--- src/rtl/morse_input_frontend_if.sv ---
// Signal bundle between the Morse input front end and its user: raw button and
// letter select in, encoded symbols, strobes and busy flag out.
interface morse_input_frontend_if;
    logic       button_i;
    logic [2:0] letter_i;
    logic [3:0] morse_char_o;
    logic [2:0] morse_len_o;
    logic       push_o;
    logic       tick_o;
    logic       busy_o;

    modport master (
        output button_i, letter_i,
        input  morse_char_o, morse_len_o, push_o, tick_o, busy_o
    );

    modport slave (
        input  button_i, letter_i,
        output morse_char_o, morse_len_o, push_o, tick_o, busy_o
    );
endinterface

--- src/rtl/morse_input_frontend.sv ---
// Button synchroniser/debouncer, letter-to-Morse encoder, symbol tick generator and
// a small FSM that locks out further presses while a letter is being played.
module morse_input_frontend #(
    parameter int TICK_DIV     = 25_000_000,
    parameter int DEBOUNCE_CYC = 500_000
) (
    input  logic                  clk_i,
    input  logic                  rst_ni,
    morse_input_frontend_if.slave bus
);

    localparam int TW = (TICK_DIV > 1) ? $clog2(TICK_DIV) : 1;
    localparam int DW = (DEBOUNCE_CYC > 1) ? $clog2(DEBOUNCE_CYC) : 1;
    localparam logic [TW-1:0] TICK_LAST = TW'(TICK_DIV - 1);
    localparam logic [DW-1:0] DEB_LAST  = DW'(DEBOUNCE_CYC - 1);

    typedef enum logic {IDLE, BUSY} state_t;

    logic          sync_meta;
    logic          sync_level;
    logic          stable_level;
    logic          level_prev;
    logic [DW-1:0] deb_count;
    logic [TW-1:0] tick_count;
    logic          press;
    logic          tick;
    logic [3:0]    enc_char;
    logic [2:0]    enc_len;

    state_t        state;
    logic [3:0]    char_reg;
    logic [2:0]    len_reg;
    logic          push_reg;
    logic          busy_reg;
    logic [2:0]    remaining;

    // Any sample agreeing with the accepted level restarts the stability count.
    always_ff @(posedge clk_i or negedge rst_ni) begin
        if (!rst_ni) begin
            sync_meta    <= 1'b0;
            sync_level   <= 1'b0;
            stable_level <= 1'b0;
            level_prev   <= 1'b0;
            deb_count    <= '0;
        end else begin
            sync_meta  <= bus.button_i;
            sync_level <= sync_meta;
            level_prev <= stable_level;
            if (sync_level == stable_level) begin
                deb_count <= '0;
            end else if (deb_count == DEB_LAST) begin
                stable_level <= sync_level;
                deb_count    <= '0;
            end else begin
                deb_count <= deb_count + 1'b1;
            end
        end
    end

    assign press = stable_level & ~level_prev;

    always_ff @(posedge clk_i or negedge rst_ni) begin
        if (!rst_ni) begin
            tick_count <= '0;
        end else if (tick_count == TICK_LAST) begin
            tick_count <= '0;
        end else begin
            tick_count <= tick_count + 1'b1;
        end
    end

    assign tick = (tick_count == TICK_LAST);

    // Symbols are LSB-first, 1 = dash.
    always_comb begin
        enc_char = 4'b0000;
        enc_len  = 3'd1;
        case (bus.letter_i)
            3'd0: begin enc_char = 4'b0010; enc_len = 3'd2; end
            3'd1: begin enc_char = 4'b0001; enc_len = 3'd4; end
            3'd2: begin enc_char = 4'b0101; enc_len = 3'd4; end
            3'd3: begin enc_char = 4'b0001; enc_len = 3'd3; end
            3'd4: begin enc_char = 4'b0000; enc_len = 3'd1; end
            3'd5: begin enc_char = 4'b0100; enc_len = 3'd4; end
            3'd6: begin enc_char = 4'b0011; enc_len = 3'd3; end
            default: begin enc_char = 4'b0000; enc_len = 3'd4; end
        endcase
    end

    // Playback window lasts len+2 ticks, counted only once BUSY is entered.
    always_ff @(posedge clk_i or negedge rst_ni) begin
        if (!rst_ni) begin
            state     <= IDLE;
            char_reg  <= 4'b0000;
            len_reg   <= 3'd0;
            push_reg  <= 1'b0;
            busy_reg  <= 1'b0;
            remaining <= 3'd0;
        end else begin
            push_reg <= 1'b0;
            case (state)
                IDLE: begin
                    if (press) begin
                        char_reg  <= enc_char;
                        len_reg   <= enc_len;
                        push_reg  <= 1'b1;
                        busy_reg  <= 1'b1;
                        remaining <= enc_len + 3'd2;
                        state     <= BUSY;
                    end
                end
                BUSY: begin
                    if (tick) begin
                        if (remaining == 3'd1) begin
                            busy_reg <= 1'b0;
                            state    <= IDLE;
                        end else begin
                            remaining <= remaining - 3'd1;
                        end
                    end
                end
                default: state <= IDLE;
            endcase
        end
    end

    assign bus.morse_char_o = char_reg;
    assign bus.morse_len_o  = len_reg;
    assign bus.push_o       = push_reg;
    assign bus.busy_o       = busy_reg;
    assign bus.tick_o       = tick;

endmodule
--- src/flat_wrapper.sv ---
// flat-port wrapper written by rule: the top's interface ports become plain ports
module morse_input_frontend_flat 
#(
    parameter int TICK_DIV     = 25_000_000,
    parameter int DEBOUNCE_CYC = 500_000
)
  (clk_i, rst_ni, bus_button_i, bus_letter_i, bus_morse_char_o, bus_morse_len_o, bus_push_o, bus_tick_o, bus_busy_o);
  morse_input_frontend_if bus_i ();
  input  logic clk_i;
  input  logic rst_ni;
  input wire logic [$bits(bus_i.button_i)-1:0] bus_button_i;
  input wire logic [$bits(bus_i.letter_i)-1:0] bus_letter_i;
  output wire logic [$bits(bus_i.morse_char_o)-1:0] bus_morse_char_o;
  output wire logic [$bits(bus_i.morse_len_o)-1:0] bus_morse_len_o;
  output wire logic [$bits(bus_i.push_o)-1:0] bus_push_o;
  output wire logic [$bits(bus_i.tick_o)-1:0] bus_tick_o;
  output wire logic [$bits(bus_i.busy_o)-1:0] bus_busy_o;
  assign bus_i.button_i = bus_button_i;
  assign bus_i.letter_i = bus_letter_i;
  assign bus_morse_char_o = bus_i.morse_char_o;
  assign bus_morse_len_o = bus_i.morse_len_o;
  assign bus_push_o = bus_i.push_o;
  assign bus_tick_o = bus_i.tick_o;
  assign bus_busy_o = bus_i.busy_o;
  morse_input_frontend #(.TICK_DIV(TICK_DIV), .DEBOUNCE_CYC(DEBOUNCE_CYC)) u_core (.clk_i(clk_i), .rst_ni(rst_ni), .bus(bus_i));
endmodule
--- config.mk ---
export PLATFORM = sky130hd
export DESIGN_NAME = morse_input_frontend_flat
export DESIGN_NICKNAME = d
export VERILOG_FILES = /design/src/rtl/morse_input_frontend_if.sv /design/src/rtl/morse_input_frontend.sv /design/src/flat_wrapper.sv
export SDC_FILE = /design/constraint.sdc
export NUM_CORES = 1
export LEC_CHECK = 0
export ABC_CLOCK_PERIOD_IN_PS = 2100
export CORE_MARGIN = 2
export CORE_UTILIZATION = 59
export DETAILED_ROUTE_END_ITERATION = 8
export HOLD_SLACK_MARGIN = 0.02
export PLACE_DENSITY_LB_ADDON = 0.3
export SYNTH_ARGS = -nofsm -noshare
export SYNTH_HDL_FRONTEND = slang
export SYNTH_SLANG_ARGS = --single-unit
--- constraint.sdc ---
create_clock -name clk_i -period 2.1 [get_ports clk_i]
set_input_delay 0.42 -clock clk_i [delete_from_list [all_inputs] [get_ports clk_i]]
set_output_delay 0.42 -clock clk_i [all_outputs]
set_load 0.01 [all_outputs]
Yosys cells after proc, flatten, opt, wreduce, memory -nomap -nowiden --
Index checks and enable logic that the tools add are counted.
Word-level totals: input bits 6, output and inout bits 10, flip-flop bits (word level) 61, logic and storage cells 59
Operators by class: muxes and demuxes 18, reductions and logical operators 7, bitwise gates (word level) 4, $add $sub $neg 4, equality and inequality tests 14
Operator list (count):
- $mux W19 | 2
- $add A25 B1 Y25 const B | 1
- $eq A25 B25 Y1 const B | 1
- $mux W25 | 1
- $add A19 B1 Y19 const B | 1
- $eq A19 B19 Y1 const B | 1
- $pmux W3 S5 | 1
- $eq A3 B3 Y1 const B | 3
- $mux W3 | 3
- $pmux W3 S3 | 1
- $mux W1 | 7
- $eq A3 B1 Y1 const B | 2
- $eq A3 B2 Y1 const B | 2
- $ne A2 B2 Y1 const B | 3
- $pmux W3 S2 | 1
- $reduce_and A3 Y1 | 2
- $pmux W1 S2 | 2
- $reduce_and A2 Y1 | 2
- $reduce_or A2 Y1 | 2
- $add A3 B2 Y3 const B | 1
- $logic_not A3 Y1 | 1
- $not A1 Y1 | 3
- $sub A3 B1 Y3 const B | 1
- $ne A2 B1 Y1 const B | 1
- 2 further kinds | 2

Logic depth before layout (Yosys ltp) --
Gate-level depths: netlist of run 1.
depth in word-level cells 6, mapped depth 6, depth with buffers taken out 6

Worst setup path before layout of run 1 --
OpenSTA, ideal clock, no wires.
kind flip-flop to output port, start point register u_core.tick_count[9], end point output bus_tick_o, cell stages (with the launch flop) 6, data required time 1680 ps, setup slack 215 ps, buffers on the path 2, data arrival time 1465 ps, path through dfrtp_1 -> buf_2 -> nor4_1 -> nand4_1 -> nor2_1 -> buf_2
On the way: longest elaborated chain between the ends 1
Ends and longest elaborated chain:
- start: declaration | RTL line morse_input_frontend.sv:24 | logic [TW-1:0] tick_count;
- start signal: assignment | RTL line morse_input_frontend.sv:68 | tick_count <= tick_count + 1'b1;
- $eq A25 B25 Y1 | RTL line morse_input_frontend.sv:72 | assign tick = (tick_count == TICK_LAST);
- end: declaration | RTL line flat_wrapper.sv:16 | output wire logic [$bits(bus_i.tick_o)-1:0] bus_tick_o;
Every way passes these cells.

Final worst setup path of run 1 --
start point register u_core.tick_count[7], end point output bus_tick_o
The elaborated chain is that of the path after synthesis.

==> results.md, run 1 <==
* Seq/Total Area, Yosys at 49.6%
* Max Freq at 505 MHz
* RSZ-0062 raised after global routing: no
* Clock period minus worst slack at 1.98 ns
* Clock Path Buffers at 2
* Hold Violations, Final at 0
* GPL Wtd Cong at 0.901
* Via count at 2,433
* Clock Tree Root: clkbuf_8
* Die W at 75.6 um
* Post-DP Area at 3390 um2
* DR WL/cell at 14.6 um
* Most used flip-flop cell after synthesis: dfrtp_1
* Hpwl dp at 4260 um
* Setup TNS at 0 ns
* Antenna-violating nets left at 0
* Final setup vio count at 0
* Vias in the first global route at 2,291
* Synth Area in Adders at 1.65%
* Outcome: completed
* Detailed Route WL at 6170 um
* Yosys warns at 0
* Initial Util at 60.0%
* Synthesized flop and latch total at 60
* Initial antenna violation count at 0
* Fin. max-slew vios at 0
* Critical Path RT at 1.68 ns
* Area fraction in and, or, nand and nor cells after synthesis at 26.3%
* Setup CP Type: reg2out
* Post-synth EDFFs at 0
* Clock slew at reported path FFs at 0.06 ns
* Share of post-route cells with drive strength above 1 at 14.2%
* Distinct cell type count of the synthesized netlist at 48
* Layout Skew at 0.00923 ns
* Largest net degree at the start of global routing at 61
* Clock Latency Late Sink at 0.34 ns
* CTS tree: yes
* 1st-pass router iterations at 4
* Largest family of logic cells by synthesized area: simple AND/OR/NAND/NOR gates
* # port buffers at 14
* Leak Pwr at 1.52 nW
* CP arrival at 1.56 ns
* Area share of the largest cell type after synthesis at 49.6%
* Initial DRC count at 203
* CTS buffer count at 9
* Area delta synth->final at 19.4%
* Post-Synth XOR/XNOR Area at 9.26%
* Hold Path Class: in2async
* Compound-Gate Fraction of Synth Area at 7.28%
* Crit path launch type: register
* Average cell area after synthesis at 9.79 um2
* Post-synth top area cell: dfrtp_1
* Nets at 358
* # DRC at 0
* Mux cell area share after synthesis at 3.02%
* Die Y at 75.6 um
* Global route overflow at 0
* Vias/cell at 5.75
* I/O pins at 16
* Design area at 3610 um2
* Depth of the CTS H-tree at 3
* Tcrit/Tclk final at 94.4%
* First-pass GRT wire length at 10,300 um
* Async SR Flop Fraction at 100%
* Hold_buf cts at 0
* Peak supply drop at 0.478 mV
* Top cells by count, synth: dfrtp_1 (60), nor2_1 (37), nand2_1 (22), nand3_1 (22), xnor2_1 (21)
* GRT Total Usage at 24.1%
* Row count at 26
* CP max FO at 2
* Top-count cell post-synth: dfrtp_1
* Core outline area at 5040 um2
* Maxcap violations at 0
* Clock sink count at 60
* Post-Syn Instances at 309
* Die Area at 5720 um2
* Diode count at 0
* Pwr/cell area at 640 nW/um2
* Worst setup EP type: output pin
* Post-Syn Area at 3030 um2
* Post-layout util at 71.6%
* Synth Net Count at 319
* Area contributors post-synth: dfrtp_1 (50%), xnor2_1 (6.1%), nor2_1 (4.6%), nand3_1 (3.6%), xor2_1 (3.2%)
## placed cells by master (no fill, tap or decap), types with 6 or more instances in the layout
| cell type | count |
|---|---|
| dfrtp_1 | 60 |
| nor2_1 | 36 |
| buf_4 | 23 |
| nand2_1 | 22 |
| nand3_1 | 22 |
| xnor2_1 | 21 |
| o21ai_0 | 13 |
| nor4_1 | 12 |
| clkdlybuf4s50_1 | 12 |
| nand4_1 | 11 |
| xor2_1 | 11 |
| clkbuf_8 | 11 |
| a21oi_1 | 10 |
| inv_1 | 9 |
| mux2i_1 | 8 |
| or3_1 | 6 |
## final timing paths
| path | cells after the start | from | to | slack, ns |
|---|---|---|---|---|
| max | 4 | u_core.tick_count[7] | bus_tick_o | 0.12 |
| min | 2 | rst_ni | u_core.tick_count[17] | 0.07 |
| max reg2reg | 6 | u_core.tick_count[15] | u_core.remaining[1] | 0.20 |
| min reg2reg | 0 | u_core.sync_meta | u_core.sync_level | 0.36 |
| max in group asynchronous | 2 | rst_ni | u_core.tick_count[16] | 1.74 |
| min in group clk_i | 0 | u_core.sync_meta | u_core.sync_level | 0.36 |
## per-stage QoR
step	instances	worst slack (ns)	hold WS, ns	power (mW)
after floorplan	309	0.215	0.124	1.22
after global placement	407	0.0652	0.342	1.26
after detailed placement	407	0.0399	0.339	1.26
after CTS	423	0.00671	0.0866	2.33
after global routing	423	0.00440	0.106	2.39
final	423	0.118	0.0684	2.31
## layer usage
layer	track usage, %	vias up	routed length (um)
li1	-	1175	-
met1	32.3	1181	2820
met2	37.5	67	3000
met3	6.08	10	267
met4	10.1	0	82
met5	0	-	0
## worst max-delay path: stages, from the launching register on
cell and delay, ns:
dfrtp_1 0.39, nor4bb_2 0.31, nand4_1 0.18, nor2_2 0.19, clkbuf_2 0.15
## layout make-up
class	instances	area, um2
clock buffers	11	151
clock inverters	5	60.1
fillers	351	1430
inverters	9	33.8
multi-input cells	230	1450
flip-flops and latches	60	1500
well taps	70	87.6
repair buffers	38	323
## repair_timing
item	4_1_cts	5_1_grt
gates resized for setup	5	1
setup endpoints to repair	1	1
setup buffers	0	0
pin swaps	1	2
## logic make-up after synthesis
kind of cell             Yosys count
AO/OA/AOI/OAI                     36
XOR/XNOR                          32
adder cells (fa/ha/maj)            4
buffers and inverters             19
flip-flops                        60
multiplexers                       9
other                              1
AND/OR/NAND/NOR                  148
## where the power goes
part	internal [mW]	switching (mW)	total (mW)
Sequential	1.16	0.00622	1.17
Combinational	0.0251	0.0474	0.0725
Clock	0.614	0.456	1.07
Total	1.80	0.509	2.31
## sequential cells by signal, summed over array words and instances (netlist names)
register	count
u_core.stable_level	1
u_core.deb_count	19
u_core.bus.push_o	1
u_core.state	1
u_core.bus.morse_char_o	3
u_core.level_prev	1
u_core.bus.busy_o	1
u_core.sync_meta	1
u_core.sync_level	1
u_core.bus.morse_len_o	3
u_core.tick_count	25
u_core.remaining	3
Power figures use the tool's default switching activity.
==> inputs of run 2 (changes only) <==
--- a/config.mk
+++ b/config.mk
@@ -6,7 +6,7 @@
 export NUM_CORES = 1
 export LEC_CHECK = 0
 export ABC_CLOCK_PERIOD_IN_PS = 2100
-export CORE_MARGIN = 2
+export CORE_MARGIN = 4
 export CORE_UTILIZATION = 59
 export DETAILED_ROUTE_END_ITERATION = 8
 export HOLD_SLACK_MARGIN = 0.02
==> run 2 against run 1 <==
Global-route usage down 2.4 points; final area shrank 1.7%; die area rose by 11%; highest routed layer unchanged; clock skew rose by 0.0026 ns; clock power decreased by 8%; critical path depth increased by 1; hold slack worse by 0.0078 ns.
==> results.md, run 2 (synthesis gave the netlist of run 1 again) <==
* Outcome: completed
* Antenna-violating nets left at 0 (unchanged)
* Diode count at 0 (unchanged)
* Depth of the CTS H-tree at 3 (unchanged)
* Hold Path Class: in2async
* Fin. max-slew vios at 0 (unchanged)
* Die W at 79.6 um (+5.3%)
* Post-Place Worst Slack at 0.0983 ns (+0.0585 ns)
* Setup TNS at 0 ns (unchanged)
* Clock Latency Late Sink at 0.33 ns (about the same)
* Global route overflow at 0 (unchanged)
* Pwr/cell area at 627 nW/um2 (-1.9%)
* Clock share of power at 44.3% (-2.0 points)
* Vias/cell at 5.71 (-0.78%)
* Initial antenna violation count at 0 (unchanged)
* Commonest non-fill, non-tap cell in the layout: dfrtp_1
* CTS buffer count at 9 (unchanged)
* Initial DRC count at 136 (-33%)
* Die Y at 79.6 um (+5.3%)
* Final setup vio count at 0 (unchanged)
* CP arrival at 2.19 ns (+0.63 ns)
* I/O pins at 16 (unchanged)
* Worst setup EP type: register
* Post-DP Area at 3350 um2 (-1.2%)
* Post-Place Cells at 399 (-2.0%)
* Clock period minus worst slack at 1.94 ns (-0.0433 ns)
* Crit path launch type: register
* Hold_buf cts at 0 (unchanged)
* Maxcap violations at 0 (unchanged)
* Sw Ratio at 22.4% (+0.35 points)
* Clock Tree Root: clkbuf_8
* Die Area at 6340 um2 (+11%)
* 1st-pass router iterations at 4 (unchanged)
* RSZ-0062 raised after global routing: no
* Peak supply drop at 0.546 mV (+14%)
* Area delta synth->final at 17.3%
* Nets at 354 (-1.1%)
* Commonest non-fill, non-tap cells in the layout: dfrtp_1 (60), nor2_1 (36), nand2_1 (22), nand3_1 (22), xnor2_1 (21)
* Design area at 3550 um2 (-1.7%)
* Via count at 2,374 (-2.4%)
* Internal at 1.73 mW (-4.0%)
* Regs by FF count: u_core.tick_count x25, u_core.deb_count x19
* Row count at 25 (-3.8%)
* Layout Skew at 0.0118 ns (+0.00261 ns)
* Clock slew at reported path FFs at 0.07 ns (about the same)
* GRT Total Usage at 21.7% (-2.4 points)
* Share of power burned in registers at 52.5% (+1.9 points)
* Post-route setup slack at 0.161 ns (+0.0433 ns)
* Switching power total at 499 uW (-2.1%)
* First-pass GRT wire length at 10,600 um (+3.4%)
* DR WL/cell at 14.7 um (+0.68%)
* # port buffers at 14 (unchanged)
* Setup CP Type: reg2reg
* Logic gate share of total power at 3.2% (about the same)
* Core outline area at 4850 um2 (-3.8%)
* GPL Wtd Cong at 0.884 (-1.8%)
* Tcrit/Tclk final at 92.3% (-2.1 points)
* Hold Violations, Final at 0 (unchanged)
* Vias in the first global route at 2,351 (+2.6%)
* Share of post-route cells with drive strength above 1 at 12.6% (-1.6 points)
* Max Freq at 516 MHz (+2.2%)
* Hpwl dp at 4250 um (-0.27%)
* Leak Pwr at 1.49 nW (-2.2%)
* Detailed Route WL at 6110 um (-0.99%)
* Biggest register: u_core.tick_count
* Initial Util at 62.4% (+2.4 points)
* CTS tree: yes
* # DRC at 0 (unchanged)
* CP max FO at 6 (+4)
* Largest net degree at the start of global routing at 61 (unchanged)
* Number of flip-flops in the largest register at 25 (unchanged)
* Slew HR at 59.1%
* Clock sink count at 60 (unchanged)
* Critical Path RT at 2.36 ns (+0.68 ns)
* Slew @ Worst Pin at 0.608 ns
* Non-filler instance count after layout at 416 (-1.7%)
* Clock Path Buffers at 2 (unchanged)
[run 2: stage by stage]
step | hold slack [ns] | util, % | total power, mW
2_1_floorplan | 0.124 | - | 1.22
3_3_place_gp | 0.335 | 69.1 | 1.26
4_1_cts | 0.0865 | 73.0 | 2.25
3_5_place_dp | 0.341 | 69.1 | 1.26
5_1_grt | 0.0910 | 73.2 | 2.32
6_report | 0.0606 | 73.2 | 2.23
[run 2: cell type report]
class	count	area, um2
Inverter	9	33.8
Tap cell	67	83.8
Multi-Input combinational cell	230	1450
Sequential cell	60	1500
Clock inverter	5	52.6
Fill cell	352	1300
Timing Repair Buffer	34	293
Clock buffer	11	131
[run 2: metal layers]
layer / global-route usage [%] / vias up / wire [um]
li1: - / 1164 / -
met1: 26.9 / 1140 / 2760
met2: 34.9 / 60 / 2990
met3: 4.85 / 10 / 272
met4: 11.9 / 0 / 85
met5: 0 / - / 0
[run 2: path summary, 6_finish.rpt]
kind / start / end / slack, ns / cells after the start
max: u_core.tick_count[10] / u_core.tick_count[22] / 0.16 / 5
min: rst_ni / u_core.tick_count[10] / 0.06 / 2
max reg2reg: u_core.tick_count[10] / u_core.tick_count[22] / 0.16 / 5
min reg2reg: u_core.sync_meta / u_core.sync_level / 0.36 / 0
max in group asynchronous: rst_ni / u_core.deb_count[12] / 1.74 / 2
min in group clk_i: u_core.sync_meta / u_core.sync_level / 0.36 / 0
[run 2: critical path, cell delays in order (launching register included)]
cell	delay [ns]
dfrtp_1	0.37
buf_4	0.16
nand4_1	0.16
or4_1	0.64
or3_1	0.38
mux2i_1	0.14
[run 2: power groups by stage]
| stage | clock network [mW] | registers, mW | logic [mW] |
|---|---|---|---|
| 6_report | 0.987 | 1.17 | 0.0714 |
| 5_1_grt | 1.07 | 1.17 | 0.0831 |
| 4_1_cts | 1.00 | 1.17 | 0.0742 |
| 3_5_place_dp | 0 | 1.19 | 0.0735 |
| 3_3_place_gp | 0 | 1.19 | 0.0710 |
| 2_1_floorplan | 0 | 1.19 | 0.0309 |
[run 2: timing repair]
item | 4_1_cts | 5_1_grt
endpoints found under the setup margin | 1 | 1
buffers inserted | 0 | 1
resized for setup | 2 | 4
==> inputs of run 3 (changes only) <==
--- a/config.mk
+++ b/config.mk
@@ -6,10 +6,9 @@
 export NUM_CORES = 1
 export LEC_CHECK = 0
 export ABC_CLOCK_PERIOD_IN_PS = 2100
-export CORE_MARGIN = 4
+export CORE_MARGIN = 8
 export CORE_UTILIZATION = 59
 export DETAILED_ROUTE_END_ITERATION = 8
-export HOLD_SLACK_MARGIN = 0.02
 export PLACE_DENSITY_LB_ADDON = 0.3
 export SYNTH_ARGS = -nofsm -noshare
 export SYNTH_HDL_FRONTEND = slang
==> run 3 against run 2 <==
Hold slack got worse by 0.029 ns; critical endpoint is now bus_tick_o; clock power increased by 18%; final cell count increased by 1.9%; maximum frequency decreased by 2.2%; global-route usage decreased by 2.7 points; core utilization decreased by 1.1 points; critical path type is now reg2out; register-to-register slack got worse by 0.03 ns; flip-flop and latch count unchanged; clock skew decreased by 0.0035 ns; die area increased by 21%.
==> results.md, run 3 (synthesis gave the netlist of run 1 again) <==
* RSZ-0062 raised after global routing: no
* Switching power total at 512 uW (+2.6%)
* Commonest non-fill, non-tap cell in the layout: dfrtp_1
* Core outline area at 5040 um2 (+4.0%)
* Die Y at 87.6 um (+10%)
* Biggest register: u_core.tick_count
* Detailed Route WL at 6540 um (+7.1%)
* Antenna-violating nets left at 0 (unchanged)
* Commonest non-fill, non-tap cells in the layout: dfrtp_1 (60), nor2_1 (36), buf_4 (24), nand2_1 (22)
* Final setup vio count at 0 (unchanged)
* Tcrit/Tclk final at 94.4% (+2.1 points)
* GRT Total Usage at 18.9% (-2.7 points)
* Die W at 87.6 um (+10%)
* Setup crit start: u_core.tick_count[9]
* Vias/cell at 5.67 (-0.61%)
* Share of post-route cells with drive strength above 1 at 14.4% (+1.8 points)
* Hold_buf cts at 0 (unchanged)
* Clock period minus worst slack at 1.98 ns (+0.0444 ns)
* Clock Latency Late Sink at 0.34 ns (about the same)
* Initial DRC count at 162 (+19%)
* Post-route setup slack at 0.117 ns (-0.0444 ns)
* # port buffers at 14 (unchanged)
* CTS buffer count at 9 (unchanged)
* First-pass GRT wire length at 11,300 um (+6.6%)
* Clock Path Buffers at 2 (unchanged)
* Depth of the CTS H-tree at 3 (unchanged)
* Sw Ratio at 21.3% (-1.0 points)
* Leak Pwr at 1.54 nW (+3.4%)
* Nets at 359 (+1.4%)
* Row count at 26 (+4.0%)
* Fin. max-slew vios at 0 (unchanged)
* Outcome: completed
* Number of flip-flops in the largest register at 25 (unchanged)
* Diode count at 0 (unchanged)
* Area delta synth->final at 20.1%
* Critical Path RT at 1.68 ns (-0.68 ns)
* # DRC at 0 (unchanged)
* I/O pins at 16 (unchanged)
* Setup TNS at 0 ns (unchanged)
* Pwr/cell area at 660 nW/um2 (+5.1%)
* CP max FO at 2 (-4)
* Reg-to-reg slack, setup at 0.13 ns (-0.03 ns)
* Reg2Reg Launch Point: u_core.tick_count[10]
* Hold Violations, Final at 0 (unchanged)
* Peak supply drop at 0.462 mV (-15%)
* Internal at 1.89 mW (+9.1%)
* Share of power burned in registers at 48.7% (-3.8 points)
* Clock slew at reported path FFs at 0.07 ns (about the same)
* Setup CP Type: reg2out
* CTS tree: yes
* GPL Wtd Cong at 0.890 (+0.64%)
* Clock Tree Root: clkbuf_8
* DR WL/cell at 15.4 um (+5.0%)
* Initial antenna violation count at 0 (unchanged)
* Regs by FF count: u_core.tick_count x25, u_core.deb_count x19
* Worst flop-to-flop path endpoint: u_core.tick_count[22]
* Worst setup path end: bus_tick_o
* Clock sink count at 60 (unchanged)
* Global route overflow at 0 (unchanged)
* Logic gate share of total power at 3.0% (-0.2 points)
* Hpwl dp at 4500 um (+6.0%)
* Max Freq at 504 MHz (-2.2%)
* R2R depth at 5 (unchanged)
* Crit path launch type: register
* Maxcap violations at 0 (unchanged)
* Hold Path Class: in2async
* Die Area at 7680 um2 (+21%)
* Vias in the first global route at 2,498 (+6.3%)
* Via count at 2,405 (+1.3%)
* Clock share of power at 48.3% (+4.0 points)
* Layout Skew at 0.00837 ns (-0.00347 ns)
* Largest net degree at the start of global routing at 42 (-31%)
* Post-Place Worst Slack at 0.0174 ns (-0.0810 ns)
* Worst setup EP type: output pin
* 1st-pass router iterations at 4 (unchanged)
* CP arrival at 1.56 ns (-0.63 ns)
* Initial Util at 60.0% (-2.4 points)
## run 3: per-layer routing
metal  track usage (%)  wire (um)  vias up
met5                 0          0        -
met3              4.88        264       15
met4              8.59        119        0
li1                  -          -     1185
met1              23.6       2970     1151
met2              30.1       3180       54
## run 3: worst min path at each step
stage	slack, ns	cells after the start	startpoint	end
2_1_floorplan	0.12	0	rst_ni	u_core.bus.busy_o
6_report	0.03	1	rst_ni	u_core.tick_count[13]
3_3_place_gp	0.34	0	u_core.sync_meta	u_core.sync_level
3_5_place_dp	0.34	0	u_core.sync_meta	u_core.sync_level
4_1_cts	0.03	1	rst_ni	u_core.tick_count[20]
5_1_grt	0.05	1	rst_ni	u_core.tick_count[20]
## run 3: power by group through the flow
stage | Combinational (mW) | Clock, mW | Sequential (mW)
4_1_cts | 0.0727 | 1.19 | 1.17
5_1_grt | 0.0816 | 1.26 | 1.17
2_1_floorplan | 0.0309 | 0 | 1.19
6_report | 0.0710 | 1.16 | 1.17
3_3_place_gp | 0.0708 | 0 | 1.19
3_5_place_dp | 0.0727 | 0 | 1.19
## run 3: cell type report
type                       instances  area [um2]
clock inverter                     6        87.6
fill                             374        1410
timing repair buffer              39         330
sequential                        60        1500
inverter                           9        33.8
tap                               70        87.6
clock buffer                      10         138
multi-input combinational        230        1460
## run 3: repair_timing
action | CTS | global route
resized for setup | 4 | 2
setup endpoints to repair | 1 | 1
pin swaps | 2 | 2
hold endpoints to repair | 0 | 0
setup buffers | 1 | 1
cloned | 0 | 0
## run 3: worst max-delay path, cell delays in order (launching register included)
cell	delay, ns
dfrtp_1	0.39
nor4_2	0.31
nand4_1	0.20
nor2_2	0.18
clkbuf_2	0.15
## run 3: through the flow
step                util [%]  instances  hold slack (ns)  instance area [um2]  total power [mW]
global placement        67.1        406            0.340                 3390              1.26
finish                  72.1        424           0.0313                 3630              2.40
floorplan                  -        309            0.124                 3030              1.22
detailed placement      67.1        406            0.339                 3390              1.26
CTS                     71.9        423           0.0280                 3630              2.43
global route            72.1        424           0.0511                 3630              2.51
